**src/rtl/excess3_to_bcd_deframer.sv**
```systemverilog
// Excess-3 digit stream to packed BCD frame deframer.
// Digits arrive MSD first on a valid/ready link and leave as one word with count/err/ovf.
module excess3_to_bcd_deframer #(
  parameter int unsigned DIGITS = 4,
  parameter int unsigned CW     = 4
) (
  input  logic                  clk,
  input  logic                  rst,
  input  logic                  in_valid,
  output logic                  in_ready,
  input  logic [3:0]            in_e3,
  input  logic                  in_last,
  output logic                  out_valid,
  input  logic                  out_ready,
  output logic [4*DIGITS-1:0]   out_bcd,
  output logic [CW-1:0]         out_count,
  output logic                  out_err,
  output logic                  out_ovf
);

  typedef enum logic [1:0] {IDLE, COLLECT, DONE} state_t;

  localparam logic [CW-1:0] MAX_COUNT = CW'(DIGITS);

  state_t              state;
  logic                code_ok;
  logic [3:0]          digit;
  logic [4*DIGITS+3:0] shifted;
  logic                full;
  logic                accept;

  always_comb begin
    code_ok = (in_e3 >= 4'd3) && (in_e3 <= 4'd12);
    digit   = code_ok ? (in_e3 - 4'd3) : 4'd0;
    // Shift through a wider temporary so DIGITS=1 needs no special-case slice.
    shifted = {out_bcd, digit};
    full    = (out_count == MAX_COUNT);
    accept  = in_valid && in_ready && (state != DONE);
  end

  always_ff @(posedge clk or posedge rst) begin
    if (rst) begin
      state     <= IDLE;
      in_ready  <= 1'b0;
      out_valid <= 1'b0;
      out_bcd   <= '0;
      out_count <= '0;
      out_err   <= 1'b0;
      out_ovf   <= 1'b0;
    end else begin
      case (state)
        IDLE, COLLECT: begin
          in_ready <= 1'b1;
          if (accept) begin
            if (full) begin
              out_ovf <= 1'b1;
            end else begin
              out_bcd   <= shifted[4*DIGITS-1:0];
              out_count <= out_count + 1'b1;
            end
            if (!code_ok)
              out_err <= 1'b1;
            if (in_last) begin
              state     <= DONE;
              in_ready  <= 1'b0;
              out_valid <= 1'b1;
            end else begin
              state <= COLLECT;
            end
          end
        end
        DONE: begin
          if (out_ready) begin
            state     <= IDLE;
            in_ready  <= 1'b1;
            out_valid <= 1'b0;
            out_bcd   <= '0;
            out_count <= '0;
            out_err   <= 1'b0;
            out_ovf   <= 1'b0;
          end
        end
        default: begin
          state     <= IDLE;
          in_ready  <= 1'b0;
          out_valid <= 1'b0;
        end
      endcase
    end
  end

endmodule

```
**config.mk**
```make
export PLATFORM = sky130hd
export DESIGN_NAME = excess3_to_bcd_deframer
export DESIGN_NICKNAME = d
export VERILOG_FILES = /design/src/rtl/excess3_to_bcd_deframer.sv
export SDC_FILE = /design/constraint.sdc
export NUM_CORES = 1
export LEC_CHECK = 0
export BUFFER_PORTS_ARGS = -buffer_cell sky130_fd_sc_hd__buf_2
export CAP_MARGIN = 20
export CORE_MARGIN = 2
export CORE_UTILIZATION = 55
export CTS_CLUSTER_DIAMETER = 30
export DETAILED_ROUTE_END_ITERATION = 8
export PLACE_DENSITY = 0.82
export SLEW_MARGIN = 20
export SYNTH_ARGS = -nofsm -noshare
export SYNTH_HDL_FRONTEND = slang
export SYNTH_SLANG_ARGS = --single-unit
```
**constraint.sdc**
```tcl
create_clock -name clk -period 4.8 [get_ports clk]
set_clock_uncertainty 0.1 [all_clocks]
set_input_delay 0.72 -clock clk [delete_from_list [all_inputs] [get_ports clk]]
set_output_delay 0.72 -clock clk [all_outputs]
set_load 0.02 [all_outputs]
```
After elaboration in Yosys (flattened, before gate mapping)
Cells that the tools add are included.

word-level totals
  output and inout bits = 24
  word-level logic and storage cells = 59
  bits in registers = 26

operators by class
  multiplexer cells = 27
  add/sub/neg operators = 2
  reduce and logical (&&, ||, !) cells = 11
  $lt $le $gt $ge = 2
  eq/ne operators = 10

operator list
  cell                                                                    number
  16-bit two-way mux                                                      3
  16-bit one-hot mux with 2 select lines                                  1
  4-bit two-way mux                                                       4
  2-bit inequality test (second input constant)                           7
  4-bit AND reduction                                                     3
  1-bit two-way mux                                                       10
  1-bit one-hot mux with 2 select lines                                   4
  4-bit one-hot mux with 2 select lines                                   1
  2-bit two-way mux                                                       3
  4-bit by 1-bit adder with 4-bit output (second input constant)          1
  4-bit by 3-bit equality test with 1-bit output (second input constant)  1
  4-bit by 2-bit >= comparator with 1-bit output (second input constant)  1
  4-bit less-or-equal comparator (second input constant)                  1
  2-bit one-hot mux with 2 select lines                                   1
  4-bit by 2-bit subtractor with 4-bit output (second input constant)     1
  1-bit logical AND                                                       3
  3-bit AND reduction                                                     1
  2-bit by 1-bit equality test with 1-bit output (second input constant)  1
  2-bit equality test (second input constant)                             1
  2-bit zero test                                                         1
  2-bit AND reduction                                                     1
  2-bit nonzero test                                                      1
  2-bit OR reduction                                                      1

Longest topological paths before layout
Gate-level depths: netlist (run 1).

  word-level depth = 6
  depth in mapped cells = 8
  mapped depth without buffers = 5

Worst setup path before layout (run 1)
OpenSTA, ideal clock, no wires.

  path type = register to register
  start point = register out_count[0]
  end point = register out_bcd[0]
  arrival = 1,684 ps
  buffers on the path = 2
  stages on the path, launching flop included = 8
  setup slack = 2,906 ps
  data required time = 4,590 ps
  cell sequence = dfrtp_1 > inv_1 > ha_1 > and3b_1 > buf_6 > or2_0 > buf_6 > o41ai_1

between the ends
  word-level cells in the longest chain between the ends = 3

ends and longest elaborated chain
  element                                         RTL line  text
  from (decl)                                     16        output logic [CW-1:0] out_count,
  from (signal assigned)                          59        out_count <= out_count + 1'b1;
  4-bit by 3-bit equality test with 1-bit output  37        full = (out_count == MAX_COUNT);
  2-bit inequality test (no line)                 -
  4-bit AND reduction (no line)                   -
  to (signal assigned)                            58        out_bcd <= shifted[4*DIGITS-1:0];
  to (decl)                                       15        output logic [4*DIGITS-1:0] out_bcd,

No other way between the ends.
A chain may end at the register's enable or synchronous reset.

Final worst setup path (run 1)
  start point = register out_count[0]
  end point = register out_count[1]

between the ends
  word-level cells in the longest chain between the ends = 4
  elaborated cells on any way between the ends = 7
  those cells by class = add/sub: 1; eq/ne: 2; mux: 3; reduce/logical: 1

ends and longest elaborated chain
  element                                 RTL line  text
  4-bit by 1-bit adder with 4-bit output  59
  4-bit two-way mux                       55        if (full) begin
  4-bit two-way mux                       54        if (accept) begin
  4-bit one-hot mux with 2 select lines   51        case (state)

Parallel ways exist; a longest one is shown, timed or not. The select of a mux whose other input is x is not followed.

==> impl_metrics.tcl, run 1 <==
set metrics [dict create \
    status "completed" \
    numCtsBuffers 3 \
    synth_area_um2 1284 \
    cp_cell_sequence "inv_1 > ha_1 > and3b_1 > or2_0 > mux2_2" \
    reg2reg_slack_ns 2.13 \
    period_needed_ns 2.667 \
    insertedDiodeCount 0 \
    clk_latency_ns 0.31 \
    most-common-layout-cells "32 x buf_2, 26 x dfrtp_1, 16 x inv_1" \
    ant_nets 0 \
    syn_inst 121 \
    synth_flop_cell "dfrtp_1" \
    ys_warn_count 0 \
    cts-hold-fix-buffers 0 \
    final.setup.tns_ns 0 \
    seqPwrFrac 0.420 \
    sw_frac_of_total 0.4382 \
    cp-start-kind "flop" \
    grt_util_met1 0.3094 \
    grt_overflow_total 0 \
    cts_resized 0 \
    drc 0 \
    finalSetupViolCount 0 \
    r2r_cells 5 \
    ios 33 \
    die_w_um 52.31 \
    initial_utilization 0.5803 \
    totalWireLength_mm 2.544 \
    ir_drop_uv 343.3 \
    rows 17 \
    htreeDepth 1 \
    first_pass_iters 4 \
    crit_type "flop to flop" \
    place_congestion 0.8085 \
    core-area_um2 2212 \
    first_global_vias 970 \
    synth_cell_types 32 \
    crit_path_top_delay_cell "or2_0" \
    period_share 0.5556 \
    num_vias 1027 \
    required_ns 4.92 \
    max_stage_delay_ns 0.86 \
    tightest_slew_ns 1.034 \
    fillers 182 \
    crit_family "simple AND/OR/NAND/NOR gates" \
    syn_area_per_cell_um2 10.61 \
    drive_above_1_share 0.2838 \
    layout_commonest_cell "buf_2" \
    pwr-share-clk 0.120 \
    dp_hpwl_mm 1.815 \
    r2r_end "out_count[1]$_DFFE_PP0P_" \
    grt_util_met3 0.02571 \
    track_usage 0.2244 \
    grt_pass1_wl_mm 4.540 \
    leakagePower_nw 0.7165 \
    rsz0062_at_grt "false" \
    worst_hold_path_type "primary input to async pin" \
    cts_setup_buffers 0 \
    p_per_area_nw_per_um2 634.9 \
    crit_arrival_ns 2.79 \
    grt.busiest_layer "met2" \
    combPwrFrac 0.461 \
    multi_input_area_um2 510.5 \
    cts_tree "built" \
    ys_ff_latch 26 \
    dp_worst_setup_slack_ns 1.922 \
    ys_async_sr_fraction 1.000 \
    relSlewSlack 0.3106 \
    end_kind "flop" \
    path_max_fanout 19 \
    cts_max_path_buffers 2 \
    drt_iter0_markers 17 \
    io_buffers 32 \
    yosysSeqAreaShare 0.5068 \
    regArea_um2 650.6 \
    cts.clk_slew.worst_paths_ns 0.14 \
    synth_edf_count 0 \
    routedWlPerCell_um 14.45 \
    intPower_mw 0.5194 \
    use_met2 0.3583 \
    drv_slew 0 \
    synth_nets 134 \
    hold_viol_final 0 \
    grt_max_degree 27 \
    path_buf_inv 1 \
    area.growth.synth_to_final_pct 13.45 \
    antenna_found_initial 0 \
    fin_nets 162 \
    via_per_inst 5.835 \
    die_h_um 52.31 \
    fmax_mhz 375.0 \
    cts.sinks 26 \
    fin_ws_ns 2.133 \
    dieArea_um2 2736 \
    cts_root_buffer "clkbuf_4" \
    crit-reg2reg-launch "out_count[0]$_DFFE_PP0P_" \
    p_switching_mw 0.4052 \
    maxCapViolations 0 \
]
[layer usage]
metal,vias up,share of wire
met3,4,0.041
met4,0,0.017
met2,31,0.47
met1,498,0.47
li1,494,-
met5,-,0
[kinds of logic (layout without fill, tap and decap cells)]
logic type | Yosys count | after routing | share of synthesized area
simple gates | 11 | 11 | 0.05458
mux | 5 | 5 | 0.04386
xor+xnor | 2 | 2 | 0.01365
compound gates | 47 | 47 | 0.2466
flops | 26 | 26 | 0.5068
buf+inv | 26 | 53 | 0.09551
fa+ha+maj | 4 | 4 | 0.03899
[synth_stat cells (2+ instances only)]
master | instances | area share
ha_1 | 4 | 0.039
nand3b_1 | 3 | 0.018
buf_6 | 3 | 0.026
inv_1 | 17 | 0.050
o41ai_1 | 2 | 0.014
o211ai_1 | 13 | 0.076
o31ai_1 | 2 | 0.012
dfrtp_1 | 26 | 0.51
a21oi_1 | 10 | 0.039
mux2_2 | 5 | 0.044
o21ai_0 | 11 | 0.043
buf_2 | 2 | 0.0078
clkbuf_1 | 3 | 0.0088
o21a_1 | 2 | 0.012
[layout make-up]
| class | count | area share |
|---|---|---|
| clock buffer | 4 | 0.02491 |
| inverter | 17 | 0.04381 |
| multi-input combinational | 69 | 0.3505 |
| sequential | 26 | 0.4467 |
| tap | 28 | 0.02405 |
| timing repair buffer | 32 | 0.1100 |
[registers in the layout (all words and copies together), names as in the netlist]
name       flops
out_bcd       16
state          2
in_ready       1
out_err        1
out_ovf        1
out_count      4
out_valid      1
[worst reg2reg max path: cells and delay by family (launching register included)]
family                   cells  cell delay (ns)
flip-flops                   1             0.46
AND/OR/NAND/NOR              2             1.38
adder cells (fa/ha/maj)      1             0.13
buffers and inverters        1             0.08
multiplexers                 1             0.42
[metrics by stage]
step | cell area [µm²] | hold WS (ns) | cells | util | power, mW
4_1_cts | 1456 | 0.4121 | 176 | 0.6584 | 0.9330
6_report | 1456 | 0.3552 | 176 | 0.6584 | 0.9246
3_5_place_dp | 1420 | 0.3789 | 172 | 0.6420 | 0.8247
5_1_grt | 1456 | 0.4158 | 176 | 0.6584 | 0.9994
2_1_floorplan | 1284 | 0.3814 | 121 | - | 0.6952
3_3_place_gp | 1420 | 0.3698 | 172 | 0.6420 | 0.8071
[power by group through the flow]
stage	Clock, mW	Sequential [mW]	Combinational (mW)
floorplan	0	0.499	0.197
global placement	0	0.388	0.420
detailed placement	0	0.394	0.431
CTS	0.113	0.389	0.432
global route	0.120	0.404	0.475
finish	0.111	0.388	0.426
[worst max path at each step]
| stage | startpoint | end | slack, ns | depth (start not counted) |
|---|---|---|---|---|
| detailed placement | in_valid | out_count[1]$_DFFE_PP0P_ | 1.92 | 4 |
| finish | out_count[0]$_DFFE_PP0P_ | out_count[1]$_DFFE_PP0P_ | 2.13 | 5 |
| global route | out_count[0]$_DFFE_PP0P_ | out_bcd[5]$_DFFE_PP0P_ | 1.92 | 5 |
| floorplan | out_count[0]$_DFFE_PP0P_ | out_bcd[0]$_DFFE_PP0P_ | 2.91 | 7 |
| CTS | out_count[0]$_DFFE_PP0P_ | out_count[1]$_DFFE_PP0P_ | 2.13 | 5 |
| global placement | in_valid | out_bcd[7]$_DFFE_PP0P_ | 1.98 | 4 |
(Power assumes the default switching activity.)
==> run 2, diff against run 1 <==
Settings changed: CORE_UTILIZATION 55 to 46, PLACE_DENSITY 0.82 to 0.74.
Clock period 4.8 ns to 2.2 ns, I/O delays scaled along.
==> impl_metrics.tcl, run 2 (synthesized netlist as in run 1, its figures left out) <==
set metrics [dict create \
    cts.sinks 26 \
    crit_type "flop to flop" \
    totalWireLength_mm 2.746 \
    drt_iter0_markers 14 \
    largest_reg_flops 16 \
    cts_tree "built" \
    core-area_um2 2710 \
    track_usage 0.1799 \
    cts_setup_buffers 0 \
    cp-start-kind "flop" \
    insertedDiodeCount 0 \
    sw_frac_of_total 0.4370 \
    cts_root_buffer "clkbuf_4" \
    grt_max_degree 27 \
    maxCapViolations 0 \
    drive_above_1_share 0.3097 \
    worstHoldPathCells 2 \
    holdCritStartpoint "in_last" \
    routedWlPerCell_um 14.76 \
    grt_pass1_wl_mm 4.540 \
    first_pass_iters 4 \
    numCtsBuffers 3 \
    final_area_um2 1515 \
    die_h_um 56.83 \
    crit_arrival_ns 2.03 \
    clk_latency_ns 0.32 \
    p_per_area_nw_per_um2 1373 \
    antenna_found_initial 0 \
    p_switching_mw 0.9090 \
    place_area_um2 1469 \
    top_regs "out_bcd x16, out_count x4, state x2" \
    worst_hold_path_type "primary input to flop" \
    grt_overflow_total 0 \
    drv_slew 0 \
    min_to "state[0]$_DFFE_PP0P_" \
    via_per_inst 5.586 \
    pwr-share-clk 0.118 \
    ant_nets 0 \
    dieArea_um2 3229 \
    fmax_mhz 522.7 \
    end_kind "flop" \
    cts_max_path_buffers 2 \
    ir_drop_uv 732.6 \
    most-common-layout-cells "32 x buf_2, 26 x dfrtp_1, 17 x inv_1" \
    status "completed" \
    seqPwrFrac 0.403 \
    reg2reg_slack_ns 0.29 \
    crit-reg2reg-launch "out_count[1]$_DFFE_PP0P_" \
    fin_ws_ns 0.2870 \
    required_ns 2.32 \
    combPwrFrac 0.479 \
    relSlewSlack 0.5858 \
    num_vias 1039 \
    leakagePower_nw 0.7546 \
    period_share 0.8696 \
    dp_worst_setup_slack_ns 0.1724 \
    io_buffers 32 \
    path_max_fanout 12 \
    hold_viol_final 0 \
    ios 33 \
    area.growth.synth_to_final_pct 18.03 \
    layout_commonest_cell "buf_2" \
    htreeDepth 1 \
    rsz0062_at_grt "false" \
    final.setup.tns_ns 0 \
    tightest_slew_ns 0.6194 \
    period_needed_ns 1.913 \
    regMostFlops "out_bcd" \
    r2r_end "out_bcd[6]$_DFFE_PP0P_" \
    drc 0 \
    dp_hpwl_mm 1.961 \
    rows 19 \
    initial_utilization 0.4737 \
    cts.clk_slew.worst_paths_ns 0.14 \
    place_congestion 0.7869 \
    intPower_mw 1.171 \
    finalSetupViolCount 0 \
    fin_nets 169 \
    fillers 251 \
    first_global_vias 1028 \
    r2r_cells 6 \
    die_w_um 56.83 \
]
run 2: power by group through the flow:
stage | sequential [mW] | combinational [mW] | clock [mW]
final | 0.839 | 0.996 | 0.245
after CTS | 0.841 | 1.01 | 0.247
after global placement | 0.837 | 0.975 | 0
after detailed placement | 0.851 | 1.00 | 0
after global routing | 0.873 | 1.09 | 0.269
after floorplan | 1.09 | 0.429 | 0
run 2: critical path: stages (launching register included):
cell	delay, ns
dfrtp_1	0.44
inv_1	0.09
ha_1	0.14
and3b_1	0.18
or2_1	0.28
buf_4	0.24
mux2_2	0.35
run 2: worst max-delay path by stage:
stage | start | endpoint | slack [ns] | depth (start not counted)
after floorplan | out_count[0]$_DFFE_PP0P_ | out_bcd[0]$_DFFE_PP0P_ | 0.31 | 7
after global placement | out_count[1]$_DFFE_PP0P_ | out_bcd[6]$_DFFE_PP0P_ | 0.25 | 6
after detailed placement | out_count[1]$_DFFE_PP0P_ | out_bcd[6]$_DFFE_PP0P_ | 0.17 | 6
after CTS | out_count[1]$_DFFE_PP0P_ | out_bcd[6]$_DFFE_PP0P_ | 0.14 | 6
after global routing | out_count[1]$_DFFE_PP0P_ | out_bcd[6]$_DFFE_PP0P_ | 0.17 | 6
final | out_count[1]$_DFFE_PP0P_ | out_bcd[6]$_DFFE_PP0P_ | 0.29 | 6
run 2: per-stage QoR:
step	util	std cells	hold WS, ns	total power, mW
final	0.5591	186	0.09242	2.080
after global routing	0.5591	186	0.09778	2.227
after CTS	0.5591	186	0.08996	2.094
after detailed placement	0.5420	181	0.2991	1.853
after global placement	0.5420	181	0.2933	1.813
after floorplan	-	121	0.2700	1.517
run 2: repair_timing:
item | 4_1_cts | 5_1_grt
hold buffers | 1 | 0
gates resized for setup | 0 | 1
endpoints found under the hold margin | 26 | 0
endpoints found under the setup margin | 0 | 1
run 2: final cells by class:
class / instances / area (µm²) / share of cell area
flip-flops and latches: 26 / 650.6 / 0.4294
repair buffers: 39 / 215.2 / 0.1420
well taps: 31 / 38.79 / 0.02560
multi-input cells: 69 / 510.5 / 0.3369
clock buffers: 4 / 36.28 / 0.02395
inverters: 17 / 63.81 / 0.04211
run 2: per-layer routing:
layer / GRT usage / share of wire / vias to the layer above
met3: 0.02535 / 0.040 / 2
li1: - / - / 500
met2: 0.3090 / 0.51 / 24
met4: 0.06645 / 0.0055 / 0
met5: 0 / 0 / -
met1: 0.2296 / 0.44 / 513
==> run 3, diff against run 2 <==
Settings changed: RECOVER_POWER from default to 25.
==> impl_metrics.tcl, run 3 (synthesized netlist as in run 1, its figures left out) <==
set metrics [dict create \
    fmax_mhz 522.2 \
    ant_nets 0 \
    grt_overflow_total 0 \
    die_w_um 56.83 \
    track_usage 0.1799 \
    via_per_inst 5.677 \
    numCtsBuffers 3 \
    layout_commonest_cell "buf_2" \
    dp_hpwl_mm 1.961 \
    drv_slew 0 \
    final_area_um2 1513 \
    first_global_vias 1028 \
    end_kind "flop" \
    drc 0 \
    die_h_um 56.83 \
    leakagePower_nw 0.7539 \
    required_ns 2.32 \
    area.growth.synth_to_final_pct 17.84 \
    dieArea_um2 3229 \
    r2r_cells 6 \
    drt_iter0_markers 12 \
    grt_max_degree 27 \
    cts_max_path_buffers 2 \
    finalSetupViolCount 0 \
    drive_above_1_share 0.3097 \
    crit_type "flop to flop" \
    maxCapViolations 0 \
    grt_pass1_wl_mm 4.540 \
    period_share 0.8705 \
    htreeDepth 1 \
    status "completed" \
    first_pass_iters 5 \
    p_per_area_nw_per_um2 1375 \
    clk_latency_ns 0.32 \
    worstHoldPathCells 2 \
    top_regs "out_bcd x16, out_count x4, state x2" \
    core-area_um2 2710 \
    most-common-layout-cells "32 x buf_2, 26 x dfrtp_1, 17 x inv_1" \
    regArea_um2 650.6 \
    path_max_fanout 12 \
    worst_hold_path_type "primary input to flop" \
    rows 19 \
    rsz0062_at_grt "false" \
    relSlewSlack 0.5793 \
    period_needed_ns 1.915 \
    fin_util 0.5582 \
    cts_setup_buffers 0 \
    fillers 252 \
    cts.clk_slew.worst_paths_ns 0.14 \
    totalWireLength_mm 2.742 \
    fin_nets 169 \
    cts_tree "built" \
    cts_root_buffer "clkbuf_4" \
    cts.sinks 26 \
    initial_utilization 0.4737 \
    regMostFlops "out_bcd" \
    largest_reg_flops 16 \
    finalNonFillerCells 186 \
    multi_input_area_um2 510.5 \
    dp.cells 181 \
    place_area_um2 1469 \
    final.setup.tns_ns 0 \
    whs_ns 0.09199 \
    io_buffers 32 \
    ir_drop_uv 733.4 \
    place_congestion 0.7869 \
    hold_viol_final 0 \
    tightest_slew_ns 0.6310 \
    routedWlPerCell_um 14.74 \
    num_vias 1056 \
    insertedDiodeCount 0 \
    crit_arrival_ns 2.04 \
    cp-start-kind "flop" \
    antenna_found_initial 0 \
    ios 33 \
]
==> run 3: critical path, stage by stage (launching register included) <==
cell and delay (ns):
dfrtp_1 0.44, inv_1 0.09, ha_1 0.14, and3b_1 0.18, or2_1 0.28, buf_4 0.24, mux2_2 0.35
==> run 3: worst paths after layout <==
kind	slack [ns]	from	to
max	0.28	out_count[1]$_DFFE_PP0P_	out_bcd[6]$_DFFE_PP0P_
max in group asynchronous	1.01	rst	out_bcd[14]$_DFFE_PP0P_
max reg2reg	0.28	out_count[1]$_DFFE_PP0P_	out_bcd[6]$_DFFE_PP0P_
min reg2reg	0.41	out_err$_DFFE_PP0P_	out_err$_DFFE_PP0P_
min in group asynchronous	0.59	rst	out_bcd[3]$_DFFE_PP0P_
min	0.09	in_last	state[0]$_DFFE_PP0P_
==> run 3: per-stage QoR <==
| step | power, mW | setup slack, ns |
|---|---|---|
| finish | 2.080 | 0.2849 |
| floorplan | 1.517 | 0.3060 |
| detailed placement | 1.853 | 0.1724 |
| global route | 2.227 | 0.1681 |
| global placement | 1.813 | 0.2454 |
| CTS | 2.094 | 0.1352 |
==> run 3: final cells by class <==
type | instances | share of cell area
sequential | 26 | 0.4301
inverter | 17 | 0.04218
clock buffer | 4 | 0.02399
multi-input combinational | 69 | 0.3375
timing repair buffer | 39 | 0.1406
tap | 31 | 0.02564
==> run 3: timing repair <==
action	4_1_cts	5_1_grt
resized for setup	0	1
endpoints found under the setup margin	0	1
endpoints found under the hold margin	26	0
hold buffers	1	0
==> run 3: layer usage <==
| metal | wire length, µm | vias to the layer above | track usage |
|---|---|---|---|
| met5 | 0 | - | 0 |
| met4 | 15 | 0 | 0.06645 |
| met3 | 128 | 2 | 0.02535 |
| met2 | 1396 | 32 | 0.3090 |
| met1 | 1201 | 522 | 0.2296 |
| li1 | - | 500 | - |
==> run 3: power breakdown <==
part	internal, mW	switching, mW	leakage (nW)	total (mW)
registers	0.687	0.152	0.334	0.838
clock network	0.101	0.145	0.0210	0.246
logic	0.383	0.614	0.399	0.996
